$ cat config.mk
export PLATFORM = sky130hd
export DESIGN_NAME = exp_series_controller_flat
export DESIGN_NICKNAME = d
export VERILOG_FILES = /design/src/rtl/exp_series_controller_pkg.sv /design/src/rtl/exp_series_controller_if.sv /design/src/rtl/exp_series_controller_term_counter.sv /design/src/rtl/exp_series_controller.sv /design/src/flat_wrapper.sv
export SDC_FILE = /design/constraint.sdc
export NUM_CORES = 1
export LEC_CHECK = 0
export ABC_AREA = 1
export BUFFER_PORTS_ARGS = -buffer_cell sky130_fd_sc_hd__buf_2
export CAP_MARGIN = 0
export CORE_MARGIN = 2
export CORE_UTILIZATION = 42
export DETAILED_ROUTE_END_ITERATION = 12
export PLACE_DENSITY = 0.83
export SLEW_MARGIN = 25
export SYNTH_ARGS = -nofsm -noshare
export SYNTH_HDL_FRONTEND = slang
export SYNTH_SLANG_ARGS = --single-unit
$ cat constraint.sdc
create_clock -name clk -period 1.4 [get_ports clk]
set_clock_uncertainty 0.2 [all_clocks]
set_input_delay 0.28 -clock clk [delete_from_list [all_inputs] [get_ports clk]]
set_output_delay 0.28 -clock clk [all_outputs]
set_load 0.05 [all_outputs]
$ cat src/rtl/exp_series_controller_pkg.sv
// Shared definitions for the exponential-series controller.
// Contents:
//   state_t          - FSM state encoding (3-bit binary)
//   ONE              - Q8.8 constant 1.0 used by the datapath initialisers
//   INDEX_W/TERMS_W  - widths of the LUT index and the terms-added count
//   MAX_TERMS_MIN/MAX - legal range of the MAX_TERMS parameter
//   max_terms_legal  - helper that checks a MAX_TERMS value against that range
package exp_series_controller_pkg;

  typedef enum logic [2:0] {
    IDLE = 3'd0,
    LOAD = 3'd1,
    MULX = 3'd2,
    MULR = 3'd3,
    CMP  = 3'd4,
    ADD  = 3'd5,
    DONE = 3'd6
  } state_t;

  localparam logic [15:0] ONE = 16'h0100;

  localparam int INDEX_W       = 4;
  localparam int TERMS_W       = 5;
  localparam int MAX_TERMS_MIN = 1;
  localparam int MAX_TERMS_MAX = 16;

  function automatic bit max_terms_legal(input int n);
    return (n >= MAX_TERMS_MIN) && (n <= MAX_TERMS_MAX);
  endfunction

endpackage

$ cat src/rtl/exp_series_controller_if.sv
// Bundle of every controller signal other than clock and reset.
// Handshake: the host raises start while ready is high; the request is taken
// on the rising edge where the controller is in IDLE (ready=1) and start=1.
// done is a single-cycle pulse marking the datapath result as valid; the
// host may hold start through done to chain the next request.
// Modports:
//   master - the controller: consumes start/alt/less, drives everything else
//   slave  - host and datapath side: drives start/alt/less, observes the rest
// dbg_state exposes the FSM state for observation.
interface exp_series_controller_if;
  import exp_series_controller_pkg::*;

  // host side
  logic               start;
  logic               alt;
  logic               ready;
  logic               done;
  logic [TERMS_W-1:0] terms_used;
  // datapath side
  logic               less;
  logic               ld_x;
  logic               ld_y;
  logic               iz_term;
  logic               iz_ans;
  logic               ld_term;
  logic               mux_sel;
  logic               ld_ans;
  logic               neg;
  logic [INDEX_W-1:0] index;
  // observation
  state_t             dbg_state;

  modport master (
    input  start, alt, less,
    output ready, done, terms_used,
    output ld_x, ld_y, iz_term, iz_ans, ld_term, mux_sel, ld_ans, neg, index,
    output dbg_state
  );

  modport slave (
    output start, alt, less,
    input  ready, done, terms_used,
    input  ld_x, ld_y, iz_term, iz_ans, ld_term, mux_sel, ld_ans, neg, index,
    input  dbg_state
  );

endinterface

$ cat src/rtl/exp_series_controller_term_counter.sv
// Term bookkeeping for the series controller.
// Ports:
//   clk, rst_n  - clock, asynchronous active-low reset
//   clr         - zero index and terms_used (start of a new series)
//   inc         - one term has been added: terms_used+1, index advances
//                 unless it already addresses the last term
//   index       - LUT address, current term number minus 1
//   terms_used  - number of terms added so far (0..MAX_TERMS)
//   last        - index is addressing term MAX_TERMS
module exp_series_controller_term_counter
  import exp_series_controller_pkg::*;
#(
  parameter int MAX_TERMS = 16
) (
  input  logic               clk,
  input  logic               rst_n,
  input  logic               clr,
  input  logic               inc,
  output logic [INDEX_W-1:0] index,
  output logic [TERMS_W-1:0] terms_used,
  output logic               last
);

  localparam logic [INDEX_W-1:0] LAST_IDX = INDEX_W'(MAX_TERMS - 1);

  assign last = (index == LAST_IDX);

  always_ff @(posedge clk or negedge rst_n) begin
    if (!rst_n) begin
      index      <= '0;
      terms_used <= '0;
    end else if (clr) begin
      index      <= '0;
      terms_used <= '0;
    end else if (inc) begin
      terms_used <= terms_used + TERMS_W'(1);
      // Holding on the last term keeps index at MAX_TERMS-1 after the series
      // ends, so it never wraps even when MAX_TERMS is 16.
      if (!last) index <= index + INDEX_W'(1);
    end
  end

endmodule

$ cat src/rtl/exp_series_controller.sv
// Moore controller that sequences the Q8.8 exponential-series datapath:
// load operands, set term=ans=1.0, then per term multiply by x, multiply by
// 1/n from the LUT, compare against y, and add (or subtract) into ans.
// Ports:
//   clk    - rising-edge clock
//   rst_n  - asynchronous active-low reset; returns to IDLE from any state
//   bus    - exp_series_controller_if.master (host handshake, datapath
//            controls, comparator input, state observation)
// Parameter MAX_TERMS (1..16): series terms added after the constant 1.0.
module exp_series_controller
  import exp_series_controller_pkg::*;
#(
  parameter int MAX_TERMS = 16
) (
  input  logic                      clk,
  input  logic                      rst_n,
  exp_series_controller_if.master   bus
);

  state_t             state;
  logic               alt_q;
  logic               cnt_last;
  logic [INDEX_W-1:0] index;
  logic [TERMS_W-1:0] terms_used;

  exp_series_controller_term_counter #(
    .MAX_TERMS (MAX_TERMS)
  ) u_term_counter (
    .clk        (clk),
    .rst_n      (rst_n),
    .clr        (state == LOAD),
    .inc        (state == ADD),
    .index      (index),
    .terms_used (terms_used),
    .last       (cnt_last)
  );

  always_ff @(posedge clk or negedge rst_n) begin
    if (!rst_n) begin
      state <= IDLE;
      alt_q <= 1'b0;
    end else begin
      case (state)
        IDLE: if (bus.start) state <= LOAD;
        LOAD: begin
          alt_q <= bus.alt;
          state <= MULX;
        end
        MULX: state <= MULR;
        MULR: state <= CMP;
        // The freshly formed term is already below y: it is dropped, not added.
        CMP:  state <= bus.less ? DONE : ADD;
        ADD:  state <= cnt_last ? DONE : MULX;
        DONE: state <= IDLE;
        default: state <= IDLE;
      endcase
    end
  end

  // Output decode depends only on registered state, so every output is a
  // clean function of registers and reset takes effect combinationally.
  always_comb begin
    bus.ready   = 1'b0;
    bus.done    = 1'b0;
    bus.ld_x    = 1'b0;
    bus.ld_y    = 1'b0;
    bus.iz_term = 1'b0;
    bus.iz_ans  = 1'b0;
    bus.ld_term = 1'b0;
    bus.mux_sel = 1'b0;
    bus.ld_ans  = 1'b0;
    bus.neg     = 1'b0;
    case (state)
      IDLE: bus.ready = 1'b1;
      LOAD: begin
        bus.ld_x    = 1'b1;
        bus.ld_y    = 1'b1;
        bus.iz_term = 1'b1;
        bus.iz_ans  = 1'b1;
      end
      MULX: bus.ld_term = 1'b1;
      MULR: begin
        bus.ld_term = 1'b1;
        bus.mux_sel = 1'b1;
      end
      ADD: begin
        bus.ld_ans = 1'b1;
        // Term k = index+1 carries a minus sign for odd k in e^-x.
        bus.neg    = alt_q & ~index[0];
      end
      DONE: bus.done = 1'b1;
      default: ;
    endcase
  end

  assign bus.index      = index;
  assign bus.terms_used = terms_used;
  assign bus.dbg_state  = state;

endmodule

$ cat src/flat_wrapper.sv
// flat-port wrapper written by rule: the top's interface ports become plain ports
module exp_series_controller_flat import exp_series_controller_pkg::*;
#(
  parameter int MAX_TERMS = 16
)
  (clk, rst_n, bus_start, bus_alt, bus_less, bus_ready, bus_done, bus_terms_used, bus_ld_x, bus_ld_y, bus_iz_term, bus_iz_ans, bus_ld_term, bus_mux_sel, bus_ld_ans, bus_neg, bus_index, bus_dbg_state);
  exp_series_controller_if bus_i ();
  input  logic clk;
  input  logic rst_n;
  input wire logic [$bits(bus_i.start)-1:0] bus_start;
  input wire logic [$bits(bus_i.alt)-1:0] bus_alt;
  input wire logic [$bits(bus_i.less)-1:0] bus_less;
  output wire logic [$bits(bus_i.ready)-1:0] bus_ready;
  output wire logic [$bits(bus_i.done)-1:0] bus_done;
  output wire logic [$bits(bus_i.terms_used)-1:0] bus_terms_used;
  output wire logic [$bits(bus_i.ld_x)-1:0] bus_ld_x;
  output wire logic [$bits(bus_i.ld_y)-1:0] bus_ld_y;
  output wire logic [$bits(bus_i.iz_term)-1:0] bus_iz_term;
  output wire logic [$bits(bus_i.iz_ans)-1:0] bus_iz_ans;
  output wire logic [$bits(bus_i.ld_term)-1:0] bus_ld_term;
  output wire logic [$bits(bus_i.mux_sel)-1:0] bus_mux_sel;
  output wire logic [$bits(bus_i.ld_ans)-1:0] bus_ld_ans;
  output wire logic [$bits(bus_i.neg)-1:0] bus_neg;
  output wire logic [$bits(bus_i.index)-1:0] bus_index;
  output wire logic [$bits(bus_i.dbg_state)-1:0] bus_dbg_state;
  assign bus_i.start = bus_start;
  assign bus_i.alt = bus_alt;
  assign bus_i.less = bus_less;
  assign bus_ready = bus_i.ready;
  assign bus_done = bus_i.done;
  assign bus_terms_used = bus_i.terms_used;
  assign bus_ld_x = bus_i.ld_x;
  assign bus_ld_y = bus_i.ld_y;
  assign bus_iz_term = bus_i.iz_term;
  assign bus_iz_ans = bus_i.iz_ans;
  assign bus_ld_term = bus_i.ld_term;
  assign bus_mux_sel = bus_i.mux_sel;
  assign bus_ld_ans = bus_i.ld_ans;
  assign bus_neg = bus_i.neg;
  assign bus_index = bus_i.index;
  assign bus_dbg_state = bus_i.dbg_state;
  exp_series_controller #(.MAX_TERMS(MAX_TERMS)) u_core (.clk(clk), .rst_n(rst_n), .bus(bus_i));
endmodule
**Word level (Yosys, flattened, before mapping)**

Cells that the tools add are included.
Widths: inputs -> output; s select.

- Flip-flop bits (word level): 13
- Output and inout bits: 22
- Input port bits: 5
- Word-level logic and storage cells: 37

- Muxes and demuxes: 16
- Add/sub/neg operators: 2
- Eq/ne operators: 9
- Bitwise gates (word level): 2
- Reduce and logical (&&, ||, !) cells: 4

Operator list:

| kind | number |
|---|---|
| $pmux 3 s6 | 1 |
| $mux 4 | 3 |
| $mux 5 | 2 |
| $eq 3x3->1 const B | 3 |
| $mux 1 | 7 |
| $eq 3x2->1 const B | 2 |
| $mux 3 | 2 |
| $add 5x1->5 const B | 1 |
| $add 4x1->4 const B | 1 |
| $eq 4x4->1 const B | 1 |
| $ne 2x2->1 const B | 2 |
| $eq 3x1->1 const B | 1 |
| $logic_not 3->1 | 1 |
| $mux 2 | 1 |
| $reduce_and 2->1 | 1 |
| $reduce_bool 2->1 | 1 |
| $reduce_or 2->1 | 1 |
| $and 1x1->1 | 1 |
| $not 1->1 | 1 |

**Longest topological paths before layout**

Gate-level depths: netlist (run 1).

- Depth after elaboration: 4
- Gate-level depth with buffers: 7

**Hierarchy**

From an unflattened synthesis (run 1), not the netlist that was laid out.

- Cells, all modules: 96
- Area total of the unflattened synthesis: 725.7 µm²

Modules (own cells, without submodules):

| module | sequential area each (µm²) | instances | area each (µm²) | cells each |
|---|---|---|---|---|
| exp_series_controller_term_counter | 225.2 | 1 | 466.7 | 59 |
| exp_series_controller | 100.1 | 1 | 259.0 | 37 |

**Worst setup path after synthesis (run 1)**

No wires, ideal clock.

- Path kind: register to output
- Start: reg u_core.state[0] (netlist: u_core.bus.dbg_state[0])
- End: out bus_iz_term
- Path buffers: 1
- Data required time: 920 ps
- Arrival: 2069 ps
- Setup slack: -1149 ps
- Cell stages (with the launch flop): 4
- Cells stage by stage: dfrtp_1 > nand2_1 > nor2_1 > buf_4

- Cells in the longest elaborated chain, start to end: 2

Ends and longest elaborated chain:

| what | line | RTL |
|---|---|---|
| from (decl) | exp_series_controller.sv:20 | `state_t state;` |
| from (signal assigned) | exp_series_controller.sv:52 | `CMP: state <= bus.less ? DONE : ADD;` |
| from (signal assigned) | exp_series_controller.sv:53 | `ADD: state <= cnt_last ? DONE : MULX;` |
| $eq 3x1->1 | -- |  |
| $mux 1 | -- |  |
| to (decl) | flat_wrapper.sv:18 | `output wire logic [$bits(bus_i.iz_term)-1:0] bus_iz_term;` |

No other way between the ends.

**Worst setup path after layout (run 1)**

- Start: reg u_core.state[0] (netlist: u_core.bus.dbg_state[0])
- End: out bus_iz_ans

- Cells in the longest elaborated chain, start to end: 2

Ends and longest elaborated chain:

| what | line | RTL |
|---|---|---|
| $eq 3x1->1 | exp_series_controller.sv:73 | `case (state)` |
| $mux 1 | exp_series_controller.sv:73 |  |
| to (decl) | flat_wrapper.sv:19 | `output wire logic [$bits(bus_i.iz_ans)-1:0] bus_iz_ans;` |

No other way between the ends.

==> results of run 1 <==
critical path, stage by stage, from the launching register on:
cell and delay (ns):
dfrtp_4 0.48, buf_12 0.14, nand2_8 0.06, nor2_4 0.19, buf_6 0.19
sequential cells by signal, summed over array words and instances, names as in the netlist:
| name | cells |
|---|---|
| u_core.u_term_counter.terms_used | 5 |
| u_core.u_term_counter.index | 4 |
| u_core.bus.dbg_state | 3 |
| u_core.alt_q | 1 |
cell usage after synthesis, drive strengths merged:
cell type,count,area share [%]
inv,12,6.3
nand3,9,6.3
o211ai,1,1.1
buf,4,3.9
o22ai,1,0.88
nand4,4,3.5
dfrtp,13,46
a22o,1,1.2
nor2,10,6.7
a21oi,2,1.4
o21ai,2,1.4
o21a,1,1.1
nor3,1,0.70
xor2,1,1.2
nand2,27,15
ha,2,3.5
per-layer routing:
metal  global-route usage, %  vias to the layer above
li1                        -                      400
met1                    33.3                      463
met2                    48.9                       59
met3                    4.00                        8
met4                    12.4                        0
met5                       0                        -
power groups by stage:
| stage | Combinational, µW | Sequential (µW) | Clock, µW |
|---|---|---|---|
| 6_report | 2810 | 697 | 250 |
| 5_1_grt | 2900 | 705 | 264 |
| 4_1_cts | 2400 | 668 | 250 |
| 3_5_place_dp | 1920 | 656 | 0 |
| 3_3_place_gp | 1890 | 647 | 0 |
| 2_1_floorplan | 1100 | 971 | 0 |
cells by family after synthesis:
kind of cell	count (synthesis)	share of synthesized area, %
flops	13	45.6
compound gates	8	7.02
xor+xnor	1	1.23
simple gates	51	32.5
fa+ha+maj	2	3.51
buf+inv	16	10.2
cell type report:
class | count | area [µm²] | area share [%]
Sequential cell | 13 | 342 | 23.3
Timing Repair Buffer | 54 | 548 | 37.4
Tap cell | 16 | 20.0 | 1.37
Clock buffer | 4 | 26.3 | 1.79
Multi-Input combinational cell | 62 | 470 | 32.1
Inverter | 12 | 57.6 | 3.93
stage by stage:
step | util (%) | area (µm²) | hold slack [ns] | setup TNS (ns)
after floorplan | - | 802 | -0.216 | -4.55
after global placement | 67.5 | 1040 | -0.0199 | -1.08
after detailed placement | 67.5 | 1040 | -0.0118 | -1.39
after CTS | 85.0 | 1310 | 0.0525 | -4.32
after global routing | 95.0 | 1460 | 0.0867 | -5.92
final | 95.0 | 1460 | 0.0753 | -5.33
cells in the final DEF (no fill, tap or decap), drive strengths merged:
cell	instances
a22o	1
nand4	4
buf	52
nand2	27
xor2	1
ha	2
o211ai	1
clkinvlp	2
dfrtp	13
nor2	10
inv	10
o21a	1
a21oi	2
nor3	1
o21ai	2
dlygate4sd3	2
clkbuf	4
o22ai	1
nand3	9
timing repair:
item,4_1_cts,5_1_grt
setup endpoints to repair,27,27
resized for setup,59,30
endpoints found under the hold margin,14,0
pin swaps,4,8
hold buffers,2,0
buffers inserted,5,6
worst paths after layout:
path	to	slack, ns	depth (start not counted)
hold reg to reg	u_core.alt_q	0.31	2
max in group asynchronous	u_core.u_term_counter.index[2]	0.48	2
hold / removal	u_core.bus.dbg_state[0]	0.08	3
setup reg to reg	u_core.u_term_counter.terms_used[1]	-0.18	6
setup / recovery	bus_iz_ans	-0.44	4
min in group asynchronous	u_core.u_term_counter.terms_used[4]	0.25	2
==> run_results.csv, run 1 <==
group,metric,value,unit
run_status,status,"finished with violations",
run_status,violations,"setup timing",
route,top_layer,"met4",
route,vias,930,
placement,preCtsSetupSlack,-0.184,ns
pwr,clkPwrFrac,6.7,%
logic_synthesis,ys_seq_area_share,45.6,%
run,cap_violations,0,
logic_synthesis,synthesis.instances,91,
clock_network,clkTransAtPathRegs,0.09,ns
grt,grt_pass1_wl,3910,µm
timing,max-slew-margin-rel,78.5,%
critical_path,endpoint_kind,"output pin",
critical_path,crit_fanout,5,
pwr,swShare,53.8,%
timing,rsz0062_at_grt,"true",
grt,antenna_found_initial,0,
timing,setup_violations,22,
pwr,power_switching,2020,µW
timing,setup_slack,-0.435,ns
pwr,power.internal,1730,µW
critical_path,arrival,1.36,ns
route,wl_per_cell,19.8,µm
clock_network,clock_sinks,13,
die,start_util,46.3,%
timing,hold_viol_final,0,
grt,grt_overflow,0,
placement,place_congestion,0.737,
placement,dp_cells,145,
grt,grt_max_degree,14,
route,drtPass1Iterations,4,
clock_network,tritoncts,"built",
logic_synthesis,syn_nets,98,
placement,io_buffers,26,
clock_network,insertion_delay,0.29,ns
logic_synthesis,ys_warn_count,0,
critical_path,worstSetupStartpointType,"flip-flop",
route,ant_nets,0,
critical_path,crit_start,"u_core.bus.dbg_state[0]",
route,drt_iter0_drc,53,
placement,dp_hpwl,1400,µm
finish,fillers,42,
route,wl_met2,1690,µm
pwr,vdd_drop_max,2.45,mV
timing,max_freq,545,MHz
route,drc,0,
pwr,p_leak,0.000690,µW
clock_network,clock_path_buffers,2,
grt,track_usage,27.8,%
timing,worst_pin_slew,0.322,ns
timing,fin_crit,1.84,ns
hold_path,worst_hold_path_type,"primary input to flip-flop",
logic_synthesis,ys_types,21,
logic_synthesis,synth-seq-cells,13,
die,dieArea,0.00204,mm²
critical_path,reg2reg_from,"u_core.bus.dbg_state[0]",
pwr,power.total,3760,µW
timing,maxSlewViolCount,0,
route,wl,3190,µm
timing,period_share,131,%
clock_network,numCtsBuffers,3,
critical_path,required,0.92,ns
die,die_height,45.2,µm
pwr,pwr-share-seq,18.5,%
finish,areaGrowthSynthToFinish,105,%
pwr,p_comb_share,74.8,%
die,die_width,45.2,µm
hold_path,hold_path_startpoint,"bus_start",
route,wl_met3,221,µm
critical_path,crit_type,"flip-flop to output pin",
grt,grt_pass1_vias,818,
route,vias_per_cell,5.78,
die,coreArea,0.00154,mm²
clock_network,cts-root-buf,"clkbuf_4",
logic_synthesis,synthesis.area,713,µm²
finish,drive_gt1_share,65.5,%
die,fp-row-count,14,
route,drt-met1-wl,1200,µm
pwr,power_density,2570,mW/mm²
finish,final_cells,161,
clock_network,h-tree-depth,1,
die,ios,27,
logic_synthesis,avgSynthCellArea,7.84,µm²
finish,num-nets-final,153,
finish,diodes,0,
(Power assumes the default switching activity.)
==> run 2, diff against run 1 <==
--- a/config.mk
+++ b/config.mk
@@ -15,4 +15,5 @@
 export SLEW_MARGIN = 25
 export SYNTH_ARGS = -nofsm -noshare
 export SYNTH_HDL_FRONTEND = slang
+export SYNTH_HIERARCHICAL = 1
 export SYNTH_SLANG_ARGS = --single-unit
==> run_results.csv, run 2 <==
group,metric,value,unit
route,wl_per_cell,17.7,µm
pwr,p_leak,0.000812,µW
route,wl,3050,µm
pwr,vdd_drop_max,2.32,mV
logic_synthesis,synthesis.area,726,µm²
timing,hold_viol_final,0,
route,drt_iter0_drc,50,
timing,setup_slack,-0.460,ns
pwr,power_density,2590,mW/mm²
critical_path,cpMaxStageDelayCell,"dfrtp_4",
pwr,power_switching,2060,µW
finish,fillers,61,
critical_path,critPathMaxStageDelay,0.52,ns
run_status,status,"finished with violations",
die,fp-row-count,15,
finish,diodes,0,
critical_path,path_cells,"inv_4 > buf_12 > nor2_4 > nand2_2 > clkinvlp_4 > buf_6",
finish,final_area,0.00154,mm²
pwr,clkPwrFrac,6.3,%
die,ios,27,
run_status,violations,"setup timing",
logic_synthesis,avgSynthCellArea,7.56,µm²
critical_path,arrival,1.38,ns
logic_synthesis,synth-seq-cells,13,
finish,drive_gt1_share,68.4,%
logic_synthesis,synthArstFlopShare,100,%
logic_synthesis,ys_seq_area_share,44.8,%
logic_synthesis,synth_edf_count,0,
grt,track_usage,23.1,%
clock_network,tritoncts,"built",
timing,setup_tns,-7.82,ns
pwr,p_comb_share,76.9,%
grt,grt_overflow,0,
critical_path,endpoint_kind,"output pin",
grt,grt_max_degree,14,
pwr,pwr-share-seq,16.8,%
finish,regArea,338,µm²
logic_synthesis,synthesis.instances,96,
timing,holdWs,0.0594,ns
timing,period_share,133,%
critical_path,worstSetupStartpointType,"flip-flop",
pwr,power.internal,1920,µW
logic_synthesis,synth_common_cells,"nand2_1, dfrtp_1, inv_1, nor2_1, nand3_1",
finish,areaGrowthSynthToFinish,112,%
finish,multi_input_area,493,µm²
placement,place_area,0.00106,mm²
finish,num-nets-final,163,
clock_network,clkTransAtPathRegs,0.09,ns
timing,setup_violations,25,
route,ant_nets,0,
logic_synthesis,ys_warn_count,6,
clock_network,clock_path_buffers,2,
route,vias_per_cell,5.40,
die,start_util,43.4,%
route,drtPass1Iterations,4,
logic_synthesis,syn_nets,103,
logic_synthesis,yosysTopAreaCell,"dfrtp_1",
die,die_height,45.6,µm
placement,dp_hpwl,1340,µm
grt,grt_pass1_vias,770,
finish,largest_reg_flops,5,
grt,antenna_found_initial,0,
finish,regMostFlops,"u_core/u_term_counter/terms_used",
logic_synthesis,ys_types,20,
die,die_width,45.6,µm
placement,preCtsSetupSlack,-0.209,ns
finish,final_common_cell,"buf_4",
critical_path,crit_fanout,3,
timing,worst_pin_slew,0.335,ns
clock_network,cts-root-buf,"clkbuf_4",
finish,final_cell_mix,"buf_4, nand2_1, buf_8, buf_6, nand2_2",
clock_network,clock_sinks,13,
grt,grt_pass1_wl,3440,µm
timing,max-slew-margin-rel,77.7,%
pwr,swShare,51.8,%
logic_synthesis,synthTopCellsByArea,"dfrtp_1, nand2_1, inv_1",
run,cap_violations,0,
logic_synthesis,synth_top_flop_cell,"dfrtp_1",
timing,rsz0062_at_grt,"true",
logic_synthesis,synth.most_common_cell,"nand2_1",
hold_path,worst_hold_path_type,"primary input to flip-flop",
timing,max_freq,538,MHz
timing,fin_crit,1.86,ns
placement,io_buffers,26,
die,coreArea,0.00167,mm²
clock_network,numCtsBuffers,3,
route,drc,0,
logic_synthesis,yosysTopAreaCellShare,44.8,%
clock_network,h-tree-depth,1,
die,dieArea,0.00208,mm²
placement,place_congestion,0.785,
critical_path,crit_type,"flip-flop to output pin",
critical_path,required,0.92,ns
route,vias,929,
clock_network,insertion_delay,0.29,ns
timing,maxSlewViolCount,0,
==> run 2: timing repair <==
item,4_1_cts,5_1_grt
hold endpoints to repair,13,0
setup endpoints to repair,28,31
buffers inserted,9,5
gates cloned,0,1
pin swaps,0,14
gates resized for setup,43,50
hold buffers,1,0
==> run 2: final timing paths <==
check / cells past startpoint / start / slack, ns / endpoint
setup / recovery: 6 / u_core/bus.dbg_state[1] / -0.46 / bus_mux_sel
hold / removal: 3 / bus_alt / 0.06 / u_core/alt_q
setup reg to reg: 10 / u_core/bus.dbg_state[2] / -0.37 / u_core/u_term_counter/index[0]
hold reg to reg: 2 / u_core/u_term_counter/terms_used[4] / 0.37 / u_core/u_term_counter/terms_used[4]
max in group asynchronous: 2 / rst_n / 0.48 / u_core/u_term_counter/index[1]
min in group asynchronous: 2 / rst_n / 0.25 / u_core/u_term_counter/index[0]
==> run 2: critical path: cells and delay by family, from the launching register on <==
| family | cells | cell delay (ns) |
|---|---|---|
| and+or+nand+nor | 2 | 0.14 |
| DFF | 1 | 0.52 |
| buffers and inverters | 4 | 0.43 |
==> run 2: cell families after synthesis <==
| group | count (synthesis) | synth area share (%) |
|---|---|---|
| buffers and inverters | 17 | 10.3 |
| AOI/OAI and AO/OA | 4 | 3.62 |
| adders and majority gates | 2 | 3.45 |
| DFF | 13 | 44.8 |
| and+or+nand+nor | 60 | 37.8 |
==> run 2: cell type report <==
class,instances,share of cell area [%]
clock buffer,4,1.71
inverter,14,5.22
multi-input combinational,66,32.1
sequential,13,22.0
tap,17,1.39
timing repair buffer,57,37.0
timing repair inverter,1,0.570
==> run 2: stage by stage <==
| step | total power, µW | util (%) | std cells |
|---|---|---|---|
| 2_1_floorplan | 2030 | - | 96 |
| 3_3_place_gp | 2560 | 63.7 | 152 |
| 3_5_place_dp | 2600 | 63.7 | 152 |
| 4_1_cts | 3360 | 78.4 | 166 |
| 5_1_grt | 4130 | 91.9 | 172 |
| 6_report | 3970 | 91.9 | 172 |
==> run 2: power groups by stage <==
stage / registers [µW] / clock network (µW) / logic, µW
2_1_floorplan: 1020 / 0 / 1010
3_5_place_dp: 658 / 0 / 1950
6_report: 667 / 251 / 3060
5_1_grt: 675 / 263 / 3190
3_3_place_gp: 650 / 0 / 1910
4_1_cts: 643 / 240 / 2480
==> run 2: routing by layer <==
layer / vias to the layer above / GRT usage, % / part of all wire [%]
li1: 419 / - / -
met1: 458 / 31.8 / 42
met2: 44 / 36.9 / 52
met3: 8 / 3.97 / 4.9
met4: 0 / 7.06 / 1.8
met5: - / 0 / 0
